===== src/rtl/mem_access_unit.sv =====
// Load/store stage between the multicycle control FSM and a single-port word memory.
// Checks legality/alignment, drives a req/ready bus with lane strobes, extends loads.
module mem_access_unit #(
    parameter int TIMEOUT = 16,
    parameter int CNT_W   = 5
) (
    input  logic        clk,
    input  logic        rst,
    input  logic        start,
    input  logic        MemWrite,
    input  logic [2:0]  MemOp,
    input  logic [31:0] addr,
    input  logic [31:0] wdata,
    output logic        mem_req,
    output logic        mem_we,
    output logic [31:0] mem_addr,
    output logic [3:0]  mem_wstrb,
    output logic [31:0] mem_wdata,
    input  logic        mem_ready,
    input  logic [31:0] mem_rdata,
    output logic [31:0] ReadData,
    output logic        done,
    output logic        busy,
    output logic        err
);

    localparam bit             TO_EN     = (TIMEOUT != 0);
    localparam logic [CNT_W-1:0] CNT_LIMIT = CNT_W'((TIMEOUT == 0) ? 0 : TIMEOUT - 1);

    typedef enum logic [1:0] {IDLE, REQ, DONE} state_t;

    state_t           state, state_nxt;
    logic             we_q;
    logic [2:0]       op_q;
    logic [1:0]       off_q;
    logic [CNT_W-1:0] cnt;
    logic             err_q;
    logic [3:0]       wstrb_q;
    logic [31:0]      addr_q, wdata_q, rdata_q;

    logic             legal;
    logic [3:0]       st_strb;
    logic [31:0]      st_data;
    logic             timeout_hit;
    logic [31:0]      ld_shift;
    logic [15:0]      ld_half;
    logic [31:0]      ld_data;

    // Legality and alignment of the incoming request
    always_comb begin
        legal = 1'b0;
        case (MemOp)
            3'b000:  legal = 1'b1;
            3'b001:  legal = ~addr[0];
            3'b010:  legal = (addr[1:0] == 2'b00);
            3'b100:  legal = ~MemWrite;
            3'b101:  legal = ~MemWrite & ~addr[0];
            default: legal = 1'b0;
        endcase
    end

    always_comb begin
        st_strb = 4'b1111;
        st_data = wdata;
        case (MemOp[1:0])
            2'b00: begin
                st_strb = 4'b0001 << addr[1:0];
                st_data = {4{wdata[7:0]}};
            end
            2'b01: begin
                st_strb = 4'b0011 << {addr[1], 1'b0};
                st_data = {2{wdata[15:0]}};
            end
            default: begin
                st_strb = 4'b1111;
                st_data = wdata;
            end
        endcase
        if (!MemWrite)
            st_strb = 4'b0000;
    end

    assign timeout_hit = TO_EN && (cnt == CNT_LIMIT);

    // Load lane extraction from the returned word
    assign ld_shift = mem_rdata >> {off_q, 3'b000};
    assign ld_half  = off_q[1] ? mem_rdata[31:16] : mem_rdata[15:0];

    always_comb begin
        case (op_q)
            3'b000:  ld_data = {{24{ld_shift[7]}}, ld_shift[7:0]};
            3'b001:  ld_data = {{16{ld_half[15]}}, ld_half};
            3'b100:  ld_data = {24'h0, ld_shift[7:0]};
            3'b101:  ld_data = {16'h0, ld_half};
            default: ld_data = mem_rdata;
        endcase
    end

    always_ff @(posedge clk or negedge rst) begin
        if (!rst)
            state <= IDLE;
        else
            state <= state_nxt;
    end

    always_comb begin
        state_nxt = state;
        case (state)
            IDLE: if (start) state_nxt = legal ? REQ : DONE;
            REQ:  if (mem_ready || timeout_hit) state_nxt = DONE;
            DONE: state_nxt = IDLE;
            default: state_nxt = IDLE;
        endcase
    end

    always_ff @(posedge clk or negedge rst) begin
        if (!rst) begin
            we_q    <= 1'b0;
            op_q    <= 3'b000;
            off_q   <= 2'b00;
            cnt     <= '0;
            err_q   <= 1'b0;
            wstrb_q <= 4'b0000;
            addr_q  <= 32'h0;
            wdata_q <= 32'h0;
            rdata_q <= 32'h0;
        end else begin
            case (state)
                IDLE: if (start) begin
                    we_q    <= MemWrite;
                    op_q    <= MemOp;
                    off_q   <= addr[1:0];
                    addr_q  <= {addr[31:2], 2'b00};
                    wdata_q <= st_data;
                    wstrb_q <= st_strb;
                    err_q   <= ~legal;
                    cnt     <= '0;
                end
                REQ: begin
                    if (mem_ready) begin
                        err_q <= 1'b0;
                        if (!we_q)
                            rdata_q <= ld_data;
                    end else if (timeout_hit) begin
                        err_q <= 1'b1;
                    end else begin
                        cnt <= cnt + 1'b1;
                    end
                end
                DONE: cnt <= '0;
                default: cnt <= '0;
            endcase
        end
    end

    // All outputs decode flops only; mem_ready never reaches mem_req combinationally
    always_comb begin
        mem_req   = (state == REQ);
        mem_we    = mem_req & we_q;
        mem_wstrb = mem_req ? wstrb_q : 4'b0000;
        mem_addr  = addr_q;
        mem_wdata = wdata_q;
        ReadData  = rdata_q;
        done      = (state == DONE);
        busy      = (state != IDLE);
        err       = done & err_q;
    end

endmodule

===== config.mk =====
export PLATFORM = sky130hd
export DESIGN_NAME = mem_access_unit
export DESIGN_NICKNAME = d
export VERILOG_FILES = /design/src/rtl/mem_access_unit.sv
export SDC_FILE = /design/constraint.sdc
export NUM_CORES = 1
export LEC_CHECK = 0
export BUFFER_PORTS_ARGS = -buffer_cell sky130_fd_sc_hd__buf_2
export CAP_MARGIN = 25
export CORE_AREA = 2 2 85 149
export CTS_CLUSTER_DIAMETER = 40
export DETAILED_ROUTE_END_ITERATION = 16
export DIE_AREA = 0 0 87 151
export PLACE_DENSITY = 0.74
export SKIP_CTS_REPAIR_TIMING = 1
export SLEW_MARGIN = 0
export SYNTH_ARGS = -nofsm -noshare
export SYNTH_HDL_FRONTEND = slang
export SYNTH_SLANG_ARGS = --single-unit

===== constraint.sdc =====
create_clock -name clk -period 2.3 [get_ports clk]
set_input_delay 0.345 -clock clk [delete_from_list [all_inputs] [get_ports clk]]
set_output_delay 0.345 -clock clk [all_outputs]
set_load 0.02 [all_outputs]

==> metrics.csv, run 1 <==
stage,metric,value,unit
clocking,h-tree-depth,3,
status,status,"complete, no violations",
routing,first_pass_iters,5,
worst_hold_path,hp-class,input pin to asynchronous set/reset pin,
routing,dr_total_vias,4775,
worst_setup_path,reg2reg_setup_slack,0.36,ns
worst_setup_path,cp-start-kind,flop,
routing,drt_wl_total,14.6,mm
layout,fill_cells,1087,
floorplanning,ios,209,
run,cap_violations,0,
placed_design,dp_hpwl,11.3,mm
worst_setup_path,crit_fanout,4,
placed_design,port_buffers,206,
synth,netlist_area,0.00527,mm²
routing,final_antenna_net_count,0,
synth,syn_avg_cell_area,9.14,µm²
timing,min_period,1.94,ns
timing,worst_slew_pin_slew,0.859,ns
synth,synthTopCellsByArea,"dfrtp_1 53%, nand2_1 14%, mux2i_1 5.1%",
power,clkPwrFrac,0.203,
synth,ys_seq_area_frac,0.532,
grt,grt_pass1_wl,23.2,mm
timing,fmax,0.517,GHz
synth,async_reset_ff_frac,1.00,
power,p_int,0.00434,W
worst_setup_path,worstSetupEndpointType,flop,
worst_setup_path,worstRegToRegCells,7,
routing,routedWlPerCell,16.1,µm
power,pwr-share-comb,0.384,
clocking,cts_max_path_buffers,2,
power,leakagePower,3.63,nW
grt,globalRouteOverflowTotal,0,
timing,timing.hold.ws,0.0164,ns
synth,synth_warnings,0,
worst_setup_path,critPathKind,flop to flop,
floorplanning,die_w,87,µm
synth,yosys.area.top_type_share,0.532,
clocking,insertion_delay,0.35,ns
synth,synth_largest_area_cell,dfrtp_1,
grt,antenna_found_initial,0,
layout,nNetsFinal,873,
floorplanning,start_util,0.444,
grt,grt_pass1_vias,4852,
routing,dr.first_iter.drc_count,206,
routing,drc,0,
floorplanning,design.die.area,0.0131,mm²
placed_design,gp_congestion,0.937,
timing,slew_viol_final,0,
worst_setup_path,r2r_end,cnt[3]$_DFFE_PN0P_,
clocking,tritoncts,built,
routing,drt-vias-per-instance,5.25,
floorplanning,core,0.0119,mm²
grt,grt_max_degree,97,
timing,setup_tns,0,ns
floorplanning,die_h,151,µm
worst_setup_path,cp_data_arrival_time,2.19,ns
layout,syn_to_final_growth,27.4,%
timing,maxSlewHeadroom,0.427,
worst_setup_path,rr_startpoint,cnt[0]$_DFFE_PN0P_,
timing,grt_setup_unrepaired,false,
clocking,numCtsBuffers,9,
synth,yosys-top-cells-count,"193 x nand2_1, 112 x dfrtp_1, 43 x o21ai_0",
floorplanning,num_rows,53,
layout,drive_above_1_share,0.338,
layout,n_antenna_cell,0,
worst_setup_path,critical_path_required,2.56,ns
synth,synth_edf_count,0,
power,power.switching,0.00295,W
grt,grtUsageTotal,0.225,
synth,ys_ff_latch,112,
synth,synth_cells,576,
synth,synth.most_common_cell,nand2_1,
timing,fin_skew,0.0104,ns
power,peakVddDrop,0.605,mV
timing,finalHoldViolCount,0,
synth,synthDistinctLibCells,47,
clocking,cts_root_buf,clkbuf_16,
power,p_per_area,1090,mW/mm²
timing,finalSetupViolations,0,
clocking,clkTransAtPathRegs,0.07,ns
power,swShare,0.405,
synth,synthFlopType,dfrtp_1,
power,seqPwrFrac,0.413,
clocking,clock_sinks,112,
timing,fin_crit_sh,0.841,
-- cell type report --
cell class                      instances  area [µm²]  share of cell area
Sequential cell                       112        2800               0.418
Multi-Input combinational cell        420        2280               0.340
Timing Repair Buffer                  219        1160               0.172
Clock buffer                            9         225              0.0336
Tap cell                              137         171              0.0256
Clock inverter                          7        53.8             0.00802
Inverter                                5        18.8             0.00280
-- worst max path at each step --
| stage | startpoint | end | slack, ns | depth (start not counted) |
|---|---|---|---|---|
| after floorplan | cnt[0]$_DFFE_PN0P_ | cnt[2]$_DFFE_PN0P_ | 0.59 | 7 |
| after global placement | mem_rdata[31] | ReadData[13]$_DFFE_PN0P_ | 0.49 | 5 |
| after detailed placement | cnt[0]$_DFFE_PN0P_ | cnt[3]$_DFFE_PN0P_ | 0.35 | 7 |
| after CTS | cnt[0]$_DFFE_PN0P_ | cnt[3]$_DFFE_PN0P_ | 0.36 | 7 |
| after global routing | state[1]$_DFFE_PN0P_ | state[1]$_DFFE_PN0P_ | 0.18 | 4 |
| final | cnt[0]$_DFFE_PN0P_ | cnt[3]$_DFFE_PN0P_ | 0.36 | 7 |
-- state kept, by name, summed over array words and instances (netlist names) --
register and flops:
ReadData 32, cnt 5, state 2, op_q 3, mem_wdata 32, err_q 1
off_q 2, wstrb_q 4, we_q 1, mem_addr 30
-- critical path, cell delays in order, from the launching register on --
cell and delay (ns):
dfrtp_1 0.40, ha_1 0.21, and3_1 0.19, ha_1 0.22, nor3b_1 0.36, o31ai_1 0.14
xor2_1 0.16, nor3_1 0.16
-- cell usage in the layout, fill, tap and decap left out, drive strengths merged, types with 2 or more instances in the layout --
cell type / n
a221o: 3
conb: 2
nand3b: 8
nor2b: 5
buf: 219
o31ai: 6
nor3b: 2
o21ai: 43
and3: 2
dfrtp: 112
nand2: 193
nor3: 8
mux2i: 27
a211oi: 5
clkinv: 4
clkbuf: 9
nand2b: 4
nor2: 19
inv: 8
mux2: 6
a21oi: 23
o22ai: 4
nand3: 33
xor2: 2
and2: 10
ha: 2
-- layer usage --
| layer | GRT usage | wire length (µm) | up-vias |
|---|---|---|---|
| li1 | - | - | 2306 |
| met1 | 0.254 | 5300 | 2252 |
| met2 | 0.409 | 7900 | 199 |
| met3 | 0.0540 | 1130 | 18 |
| met4 | 0.0711 | 289 | 0 |
| met5 | 0 | 0 | - |
-- kinds of logic after synthesis --
logic type / share of synthesized area
DFF: 0.532
and+or+nand+nor: 0.249
adders and majority gates: 0.00475
buffers and inverters: 0.0392
xor gates and xnor gates: 0.00333
other: 0.000712
muxes: 0.0684
AOI/OAI and AO/OA: 0.102
-- metrics by stage --
stage | power (W) | area [µm²] | std cells | utilization | setup slack [ns]
floorplan | 0.00474 | 5270 | 577 | - | 0.588
global placement | 0.00578 | 6430 | 893 | 0.541 | 0.492
detailed placement | 0.00588 | 6430 | 893 | 0.541 | 0.353
CTS | 0.00736 | 6710 | 909 | 0.565 | 0.357
global route | 0.00775 | 6710 | 909 | 0.565 | 0.178
finish | 0.00729 | 6710 | 909 | 0.565 | 0.365
-- power groups by stage --
stage / registers [W] / clock network, W / logic [W]
5_1_grt: 0.00309 / 0.00159 / 0.00308
2_1_floorplan: 0.00370 / 0 / 0.00105
4_1_cts: 0.00301 / 0.00151 / 0.00284
3_3_place_gp: 0.00302 / 0 / 0.00277
3_5_place_dp: 0.00304 / 0 / 0.00284
6_report: 0.00301 / 0.00148 / 0.00280
(Power assumes the default switching activity.)
==> inputs of run 2 (changes only) <==
clock period = 1.9 ns   (was 2.3 ns; I/O delays follow)
==> run 2 against run 1 <==
  * Hold slack better by 0.11 ns
  * Critical path depth stayed put
  * Non-clock buffer count is 9 higher
  * Flip-flop and latch count stayed put
  * Core utilization is 1.2 points higher
  * Wire length is 3.3% higher
  * Register-to-register slack worse by 0.26 ns
  * Count of clock-buffer cells in the layout is 1 higher
  * Critical path type unchanged
  * Largest cell class unchanged
==> metrics.csv, run 2 (synthesis results as in run 1) <==
stage,metric,value,unit,change
power,peakVddDrop,0.569,mV,was 0.605 mV
floorplanning,die_h,151,µm,unchanged
floorplanning,num_rows,53,,unchanged
worst_setup_path,slowest_delay,0.42,ns,was 0.40 ns
grt,grt_pass1_wl,23.5,mm,was 23.2 mm
placed_design,placed_cells,901,,was 893
floorplanning,die_w,87,µm,unchanged
layout,n_antenna_cell,0,,unchanged
floorplanning,core,0.0119,mm²,unchanged
routing,drc,0,,unchanged
routing,dr.first_iter.drc_count,211,,was 206
layout,final_cell_mix,"205 x buf_2, 192 x nand2_1, 112 x dfrtp_1, 43 x o21ai_0, 27 x mux2i_1",,unchanged
layout,fill_cells,1076,,was 1087
timing,finalHoldViolCount,0,,unchanged
power,leakagePower,3.69,nW,was 3.63 nW
floorplanning,ios,209,,unchanged
worst_hold_path,whs_path_depth,3,,
routing,dr_total_vias,4840,,was 4775
routing,first_pass_iters,5,,unchanged
worst_setup_path,r2r_end,cnt[3]$_DFFE_PN0P_,,unchanged
timing,timing.hold.ws,0.124,ns,was 0.0164 ns
layout,syn_to_final_growth,30.0,%,was 27.4%
clocking,numCtsBuffers,9,,unchanged
layout,layout_commonest_cell,buf_2,,unchanged
timing,timing.final.ws_setup,0.103,ns,was 0.365 ns
floorplanning,design.die.area,0.0131,mm²,unchanged
layout,fin_util,0.577,,was 0.565
power,p_per_area,1320,mW/mm²,was 1090 mW/mm²
worst_setup_path,critPathKind,flop to flop,,unchanged
routing,final_antenna_net_count,0,,unchanged
placed_design,gp_congestion,0.920,,was 0.937
routing,routedWlPerCell,16.5,µm,was 16.1 µm
routing,drt_wl_total,15.1,mm,was 14.6 mm
worst_hold_path,hold_end,mem_addr[4]$_DFFE_PN0P_,,
clocking,h-tree-depth,3,,unchanged
worst_setup_path,crit_slowest_cell,dfrtp_1,,unchanged
worst_hold_path,hp-class,input pin to flop,,was input pin to asynchronous set/reset pin
clocking,tritoncts,built,,unchanged
grt,grt_max_degree,97,,unchanged
grt,grtUsageTotal,0.227,,was 0.225
grt,globalRouteOverflowTotal,0,,unchanged
worst_setup_path,worstRegToRegCells,7,,unchanged
clocking,clock_sinks,112,,unchanged
grt,antenna_found_initial,0,,unchanged
worst_setup_path,critical_path_required,2.15,ns,was 2.56 ns
layout,final_cell_area,0.00685,mm²,was 0.00671 mm²
clocking,cts_root_buf,clkbuf_16,,unchanged
grt,grt_pass1_vias,4855,,was 4852
placed_design,postPlaceCellArea,0.00651,mm²,was 0.00643 mm²
worst_setup_path,cp-start-kind,flop,,unchanged
worst_hold_path,min_from,addr[4],,
clocking,clkTransAtPathRegs,0.07,ns,about the same
worst_setup_path,crit_chain,ha_1 > and3_1 > ha_2 > nor3b_4 > o31ai_1 > xor2_1 > nor3_2,,was ha_1 > and3_1 > ha_1 > nor3b_1 > o31ai_1 > xor2_1 > nor3_1
worst_setup_path,crit_fanout,4,,unchanged
timing,fin_skew,0.00663,ns,was 0.0104 ns
layout,final_cells,917,,was 909
clocking,insertion_delay,0.34,ns,was 0.35 ns
worst_setup_path,cp_data_arrival_time,2.05,ns,was 2.19 ns
worst_setup_path,reg2reg_setup_slack,0.10,ns,was 0.36 ns
run,cap_violations,0,,unchanged
routing,drt-vias-per-instance,5.28,,was 5.25
layout,drive_above_1_share,0.347,,was 0.338
status,status,"complete, no violations",,unchanged
timing,finalSetupViolations,0,,unchanged
layout,nNetsFinal,882,,was 873
clocking,cts_max_path_buffers,2,,unchanged
worst_setup_path,startpoint,cnt[0]$_DFFE_PN0P_,,unchanged
timing,fin_crit_sh,0.946,,was 0.841
timing,fmax,0.557,GHz,was 0.517 GHz
floorplanning,start_util,0.444,,unchanged
worst_setup_path,rr_startpoint,cnt[0]$_DFFE_PN0P_,,unchanged
placed_design,detailedPlace.worstSlack,-0.124,ns,was 0.353 ns
timing,slew_viol_final,0,,unchanged
worst_setup_path,worstSetupEndpointType,flop,,unchanged
timing,min_period,1.80,ns,was 1.94 ns
placed_design,port_buffers,206,,unchanged
placed_design,dp_hpwl,11.7,mm,was 11.3 mm
run 2: critical path, delay by kind of cell, from the launching register on:
family	cells	cell delay [ns]
fa+ha+maj	2	0.43
compound gates	1	0.11
xor+xnor	1	0.16
simple gates	3	0.58
flops	1	0.42
run 2: per-stage QoR:
step                setup TNS (ns)  total power, W
floorplan                        0         0.00574
global placement                 0         0.00705
detailed placement          -0.162         0.00717
CTS                         -0.234         0.00913
global route              -0.00103         0.00959
finish                           0         0.00905
run 2: how the worst max path moves through the flow:
| stage | to | slack (ns) |
|---|---|---|
| floorplan | cnt[2]$_DFFE_PN0P_ | 0.19 |
| global placement | cnt[2]$_DFFE_PN0P_ | 0.12 |
| detailed placement | cnt[3]$_DFFE_PN0P_ | -0.12 |
| CTS | cnt[3]$_DFFE_PN0P_ | -0.16 |
| global route | cnt[3]$_DFFE_PN0P_ | -0.001 |
| finish | cnt[3]$_DFFE_PN0P_ | 0.10 |
run 2: power breakdown:
group          internal [W]  switching (W)
clock network       0.00107       0.000879
logic               0.00124        0.00225
registers           0.00316       0.000457
run 2: per-layer routing:
metal / wire, µm / global-route usage
met1: 5560 / 0.250
met4: 574 / 0.101
met5: 0 / 0
met3: 980 / 0.0431
met2: 8000 / 0.413
run 2: final cells by class:
class / count / area [µm²] / area share
clock inverter: 5 / 66.3 / 0.00969
inverter: 5 / 18.8 / 0.00274
sequential: 112 / 2800 / 0.409
tap: 137 / 171 / 0.0250
multi-input combinational: 420 / 2300 / 0.336
timing repair buffer: 228 / 1250 / 0.183
clock buffer: 10 / 239 / 0.0349
